**src/rtl/branch_unit.sv**
```systemverilog
// -----------------------------------------------------------------------------
// branch_unit
//
// Two-stage branch resolution unit with a small in-order result queue.
//
// Ports:
//   clk_in, rst_in         clock and synchronous active-low reset
//   flush_in               kills the op in S1 and every queued result
//   valid_in / ready_out   issue handshake from the branch reservation station
//   brFunc_in, is_jalr_in  branch function and jalr select (Dbr only)
//   rval1_in, rval2_in     operands
//   pc_in, imm_in          branch PC and sign-extended immediate
//   tag_in                 ROB tag
//   pred_taken_in          front-end predicted direction
//   pred_target_in         front-end predicted target
//   valid_out / ready_in   result handshake with the common data bus
//   tag_out, taken_out     head result tag and resolved direction
//   target_out             resolved next PC (target if taken, else pc+4)
//   link_out               pc+4 writeback value
//   mispredict_out         head result disagrees with the prediction
// -----------------------------------------------------------------------------
package branch_unit_pkg;
  typedef enum logic [2:0] {
    BR_EQ  = 3'd0,
    BR_NEQ = 3'd1,
    BR_LT  = 3'd2,
    BR_LTU = 3'd3,
    BR_GE  = 3'd4,
    BR_GEU = 3'd5,
    BR_DBR = 3'd6
  } BrFunc;
endpackage

module branch_unit
  import branch_unit_pkg::*;
#(
  parameter int XLEN  = 32,
  parameter int TAG_W = 4,
  parameter int DEPTH = 4
) (
  input  logic             clk_in,
  input  logic             rst_in,
  input  logic             flush_in,
  input  logic             valid_in,
  output logic             ready_out,
  input  BrFunc            brFunc_in,
  input  logic             is_jalr_in,
  input  logic [XLEN-1:0]  rval1_in,
  input  logic [XLEN-1:0]  rval2_in,
  input  logic [XLEN-1:0]  pc_in,
  input  logic [XLEN-1:0]  imm_in,
  input  logic [TAG_W-1:0] tag_in,
  input  logic             pred_taken_in,
  input  logic [XLEN-1:0]  pred_target_in,
  output logic             valid_out,
  input  logic             ready_in,
  output logic [TAG_W-1:0] tag_out,
  output logic             taken_out,
  output logic [XLEN-1:0]  target_out,
  output logic [XLEN-1:0]  link_out,
  output logic             mispredict_out
);

  localparam int PTR_W = (DEPTH > 1) ? $clog2(DEPTH) : 1;
  localparam int CNT_W = $clog2(DEPTH + 1);

  // S1 operand registers
  logic             s1_valid;
  BrFunc            s1_func;
  logic             s1_jalr;
  logic [XLEN-1:0]  s1_rval1;
  logic [XLEN-1:0]  s1_rval2;
  logic [XLEN-1:0]  s1_pc;
  logic [XLEN-1:0]  s1_imm;
  logic [TAG_W-1:0] s1_tag;
  logic             s1_pred_taken;
  logic [XLEN-1:0]  s1_pred_target;

  // Result queue storage; target holds the already-selected next PC
  logic [TAG_W-1:0] q_tag    [DEPTH];
  logic             q_taken  [DEPTH];
  logic [XLEN-1:0]  q_target [DEPTH];
  logic [XLEN-1:0]  q_link   [DEPTH];
  logic             q_mis    [DEPTH];
  logic [PTR_W-1:0] head;
  logic [PTR_W-1:0] tail;
  logic [CNT_W-1:0] count;

  // S2 resolve signals
  logic             s2_taken;
  logic [XLEN-1:0]  s2_target;
  logic [XLEN-1:0]  s2_link;
  logic [XLEN-1:0]  s2_next_pc;
  logic             s2_mis;
  logic [XLEN-1:0]  sum_pc;
  logic [XLEN-1:0]  sum_reg;

  logic issue_fire;
  logic enq;
  logic deq;

  // The S1 op is counted against the queue so an accepted op always finds
  // a free slot; a dequeue in the same cycle is deliberately not credited.
  assign ready_out  = ({1'b0, count} + {{CNT_W{1'b0}}, s1_valid}) < (CNT_W+1)'(DEPTH);
  assign issue_fire = valid_in && ready_out && !flush_in;
  assign valid_out  = (count != '0);
  assign enq        = s1_valid;
  assign deq        = valid_out && ready_in;

  // S1 captures an accepted issue; an issue in a flush cycle is dropped.
  always_ff @(posedge clk_in) begin
    if (!rst_in) begin
      s1_valid       <= 1'b0;
      s1_func        <= BR_EQ;
      s1_jalr        <= 1'b0;
      s1_rval1       <= '0;
      s1_rval2       <= '0;
      s1_pc          <= '0;
      s1_imm         <= '0;
      s1_tag         <= '0;
      s1_pred_taken  <= 1'b0;
      s1_pred_target <= '0;
    end else begin
      s1_valid <= issue_fire;
      if (issue_fire) begin
        s1_func        <= brFunc_in;
        s1_jalr        <= is_jalr_in;
        s1_rval1       <= rval1_in;
        s1_rval2       <= rval2_in;
        s1_pc          <= pc_in;
        s1_imm         <= imm_in;
        s1_tag         <= tag_in;
        s1_pred_taken  <= pred_taken_in;
        s1_pred_target <= pred_target_in;
      end
    end
  end

  // S2 resolves the condition, target, link and mispredict from S1.
  // Encodings outside the enum fall to the default and resolve not taken.
  always_comb begin
    s2_taken = 1'b0;
    case (s1_func)
      BR_EQ:   s2_taken = (s1_rval1 == s1_rval2);
      BR_NEQ:  s2_taken = (s1_rval1 != s1_rval2);
      BR_LT:   s2_taken = ($signed(s1_rval1) <  $signed(s1_rval2));
      BR_GE:   s2_taken = ($signed(s1_rval1) >= $signed(s1_rval2));
      BR_LTU:  s2_taken = (s1_rval1 <  s1_rval2);
      BR_GEU:  s2_taken = (s1_rval1 >= s1_rval2);
      BR_DBR:  s2_taken = 1'b1;
      default: s2_taken = 1'b0;
    endcase
  end

  assign sum_pc     = s1_pc + s1_imm;
  assign sum_reg    = s1_rval1 + s1_imm;
  assign s2_link    = s1_pc + XLEN'(4);
  assign s2_target  = (s1_func == BR_DBR && s1_jalr) ? {sum_reg[XLEN-1:1], 1'b0} : sum_pc;
  assign s2_next_pc = s2_taken ? s2_target : s2_link;
  // A correctly predicted not-taken branch ignores the predicted target.
  assign s2_mis     = (s2_taken != s1_pred_taken) ||
                      (s2_taken && (s2_target != s1_pred_target));

  // Circular result queue; flush resets the pointers but keeps the storage,
  // while reset clears the storage as well so the outputs read zero.
  always_ff @(posedge clk_in) begin
    if (!rst_in) begin
      for (int i = 0; i < DEPTH; i++) begin
        q_tag[i]    <= '0;
        q_taken[i]  <= 1'b0;
        q_target[i] <= '0;
        q_link[i]   <= '0;
        q_mis[i]    <= 1'b0;
      end
      head  <= '0;
      tail  <= '0;
      count <= '0;
    end else if (flush_in) begin
      head  <= '0;
      tail  <= '0;
      count <= '0;
    end else begin
      if (enq) begin
        q_tag[tail]    <= s1_tag;
        q_taken[tail]  <= s2_taken;
        q_target[tail] <= s2_next_pc;
        q_link[tail]   <= s2_link;
        q_mis[tail]    <= s2_mis;
        tail           <= tail + 1'b1;
      end
      if (deq) begin
        head <= head + 1'b1;
      end
      count <= count + CNT_W'(enq) - CNT_W'(deq);
    end
  end

  assign tag_out        = q_tag[head];
  assign taken_out      = q_taken[head];
  assign target_out     = q_target[head];
  assign link_out       = q_link[head];
  assign mispredict_out = q_mis[head];

endmodule

```
**config.mk**
```make
export PLATFORM = sky130hd
export DESIGN_NAME = branch_unit
export DESIGN_NICKNAME = d
export VERILOG_FILES = /design/src/rtl/branch_unit.sv
export SDC_FILE = /design/constraint.sdc
export NUM_CORES = 1
export LEC_CHECK = 0
export BUFFER_PORTS_ARGS = -buffer_cell sky130_fd_sc_hd__buf_2
export CAP_MARGIN = 10
export CORE_ASPECT_RATIO = 2
export CORE_MARGIN = 4
export CORE_UTILIZATION = 40
export CTS_BUF_LIST = sky130_fd_sc_hd__clkbuf_16
export DETAILED_ROUTE_END_ITERATION = 6
export PLACE_DENSITY = 0.55
export SLEW_MARGIN = 30
export SYNTH_ARGS = -nofsm -noshare
export SYNTH_HDL_FRONTEND = slang
export SYNTH_SLANG_ARGS = --single-unit
```
**constraint.sdc**
```tcl
create_clock -name clk_in -period 9 [get_ports clk_in]
set_input_delay 0 -clock clk_in [delete_from_list [all_inputs] [get_ports clk_in]]
set_output_delay 0 -clock clk_in [all_outputs]
set_load 0.1 [all_outputs]
```
==> run_results.csv <==
group,metric,value,unit
cells_and_area,fin_nets,3157,
die,pin_count,246,
global_route,grt_first_pass_wirelength,120,mm
critical_path,slowest_stage,"or4_4",
sta,slew_viol_final,0,
critical_path,cp.required,9.32,ns
global_route,grt_usage,23.0,%
critical_path,slowest_delay,0.55,ns
power,intPower,3.64,mW
sta,final.min_clock_period,4.74,ns
critical_path,worstSetupStartpointType,"flip-flop",
power,comb_power_share,14.6,%
global_route,antenna_found_initial,0,
global_route,grt_pass1_vias,20900,
synth,yosys.area_share.xor_xnor,3.47,%
synth,syn_area_per_cell,9.80,sq um
die,dieWidth,185,um
die,rows,129,
clock_tree,clk_pin_slew_worst_paths,0.08,ns
synth,synth-adder-area-share,5.07,%
power,switching_share,27.2,%
synth,async_flop_share,0,%
flow_run,max_cap_violations,0,
cells_and_area,drive_gt1_share,14.8,%
synth,synth_compound_area_share,14.3,%
critical_path,cp-end-kind,"flip-flop",
sta,hold_violations,0,
clock_tree,cts_resized,0,
sta,setup_violations,0,
critical_path,cp.arrival,5.06,ns
clock_tree,postCtsSetupRepairBufs,0,
global_route,grt_max_degree,101,
detailed_routing,first_pass_iters,6,
detailed_routing,ant_nets,0,
global_route,grt.overflow.total,0,
synth,yosys.area.top_type_share,32.8,%
power,peakVddDrop,0.145,mV
sta,fmax,0.211,GHz
detailed_routing,drc_errors,0,
clock_tree,root_buffer,"clkbuf_16",
power,p_leak,11.9,nW
sta,max_slew_margin,35.0,%
synth,synth_top_family_by_area,"simple AND/OR/NAND/NOR gates",
power,p_per_area,166,nW/um^2
synth,synth_area,25100,sq um
synth,yosysMostFrequentCell,"nand2_1",
sta,final.setup.tns,0,ns
detailed_routing,drtIter0Drc,1338,
critical_path,cp_cell_sequence,"ha_1 > inv_1 > fa_1 > nand2b_1 > a211oi_1 > o211a_1 > o21ai_1 > o31a_1 > or4_1 > o2111ai_1 > xor2_1 > or4_4 > nor4_1 > nor2_1",
detailed_routing,vias_per_cell,5.51,
clock_tree,cts.sinks,459,
clock_tree,clockBufferDepth,3,
synth,synthSimpleGateAreaFrac,18.1,%
sta,worst_pin_slew,0.975,ns
synth,synth_top_cell_by_area,"edfxtp_1",
power,power.switching,1.36,mW
critical_path,critPathMaxFanout,7,
die,core_area,62000,sq um
power,pwr-share-clk,38.1,%
place,hpwl,56.9,mm
synth,syn_inst,2562,
clock_tree,h-tree-depth,2,
sta,fin_crit_sh,52.6,%
cells_and_area,syn_to_final_growth,19.5,%
synth,yosysSeqAreaShare,47.5,%
synth,ys.warnings.count,0,
min_path,hold_path_class,"in -> reg",
synth,synth_edf_count,274,
clock_tree,cts_buffers,42,
synth,synth.cells.most_frequent,"nand2_1 (462), edfxtp_1 (274), nor2_1 (274)",
run_status,outcome,"finished clean",
sta,fin_skew,0.0269,ns
synth,synthTopCellsByArea,"edfxtp_1 (33%), dfxtp_1 (15%), nand2_1 (6.9%)",
die,initial_core_util,40.5,%
synth,syn-num-nets,2836,
clock_tree,clock_latency,0.58,ns
place,portBuffers,245,
detailed_routing,finalWirelength,78.5,mm
critical_path,critical_path_class,"reg -> reg",
cells_and_area,antennaDiodeCount,0,
synth,muxShareOfSynthArea,7.00,%
power,pwr-share-seq,47.3,%
clock_tree,cts_tree,"built",
power,finalPower,5.00,mW
synth,ys_ff_latch,459,
clock_tree,ctsHoldBuffers,171,
synth,synth_top_flop_cell,"edfxtp_1",
detailed_routing,wl_per_cell,21.2,um
sta,rsz0062_at_grt,"no",
synth,synth_cell_types,83,
die,fp.dieArea,67100,sq um
die,die_h,362,um
place,gp_congestion,0.917,
detailed_routing,vias,20400,
-- sequential cells by signal, indices dropped and copies added (netlist names), named ones only --
signal          count
s1_rval2           32
s1_pred_taken       1
s1_rval1           32
count               3
q_tag              16
s1_pred_target     32
q_link            128
head                2
q_target          128
tail                2
enq                 1
s1_imm             32
s1_pc              32
q_taken             4
s1_jalr             1
q_mis               4
s1_tag              4
s1_func             3
-- cells by family (layout without fill, tap and decap cells) --
family / Yosys count / count (layout)
buffers and inverters: 274 / 627
multiplexers: 88 / 88
XOR/XNOR: 98 / 98
flip-flops: 459 / 459
adder cells (fa/ha/maj): 100 / 100
AND/OR/NAND/NOR: 1024 / 1024
AO/OA/AOI/OAI: 519 / 519
-- cells in the final DEF (no fill, tap or decap), drive strengths merged, types with 27 or more instances in the layout --
master	synthesis	routed
mux4	70	70
dlygate4sd3	0	171
and3	34	34
inv	113	122
nand3	52	52
nor2	274	274
a21oi	86	86
a211oi	27	27
edfxtp	274	274
nand2b	36	36
a21boi	177	177
nand4	32	32
nor3	38	38
buf	28	267
xnor2	50	50
nand2	463	463
clkbuf	131	43
o21ai	66	66
dfxtp	185	185
a21o	35	35
ha	97	97
xor2	47	47
-- path summary, 6_finish.rpt --
path / startpoint / cells after the start / slack [ns] / end
min reg2reg: s1_rval2[9] / 2 / 0.46 / s1_rval2[9]
max reg2reg: s1_pc[0] / 14 / 4.26 / q_mis[3]
min: rst_in / 2 / 0.07 / s1_pred_target[19]
max: s1_pc[0] / 14 / 4.26 / q_mis[3]
-- metrics by stage --
stage	setup WS, ns	utilization (%)	cell area [sq um]	hold slack, ns	instances
final	4.26	48.4	30000	0.0719	3701
after detailed placement	4.23	43.3	26900	0.262	3454
after global routing	3.96	48.4	30000	0.125	3701
after global placement	4.12	43.3	26800	0.255	3454
after CTS	4.25	48.4	30000	0.0820	3701
after floorplan	2.80	-	25100	0.145	2562
-- critical path, delay by kind of cell (launching register included) --
family	cells	cell delay [ns]
buffers and inverters	1	0.05
xor gates and xnor gates	1	0.11
AOI/OAI and AO/OA	5	1.54
adders and majority gates	2	0.63
and+or+nand+nor	5	1.62
DFF	1	0.54
-- metal layers --
layer | vias to the layer above | part of all wire (%) | track usage, %
met5 | - | 0 | 0
met4 | 0 | 4.7 | 9.65
met3 | 161 | 4.4 | 2.20
met2 | 638 | 51 | 41.6
met1 | 9849 | 40 | 27.8
li1 | 9757 | - | -
-- power groups by stage --
stage / Sequential [mW] / Clock [mW] / Combinational (mW)
2_1_floorplan: 2.39 / 0 / 0.484
3_3_place_gp: 2.41 / 0 / 0.671
3_5_place_dp: 2.41 / 0 / 0.674
4_1_cts: 2.37 / 1.94 / 0.733
5_1_grt: 2.37 / 2.01 / 0.792
6_report: 2.36 / 1.90 / 0.728
-- cell type report --
class / count / area [sq um]
Clock buffer: 43 / 1080
Clock inverter: 33 / 360
Sequential cell: 459 / 11900
Inverter: 113 / 424
Fill cell: 5845 / 32000
Multi-Input combinational cell: 1829 / 12100
Tap cell: 786 / 983
Timing Repair Buffer: 438 / 3120
Note: power is estimated with default switching activity, not from simulation.
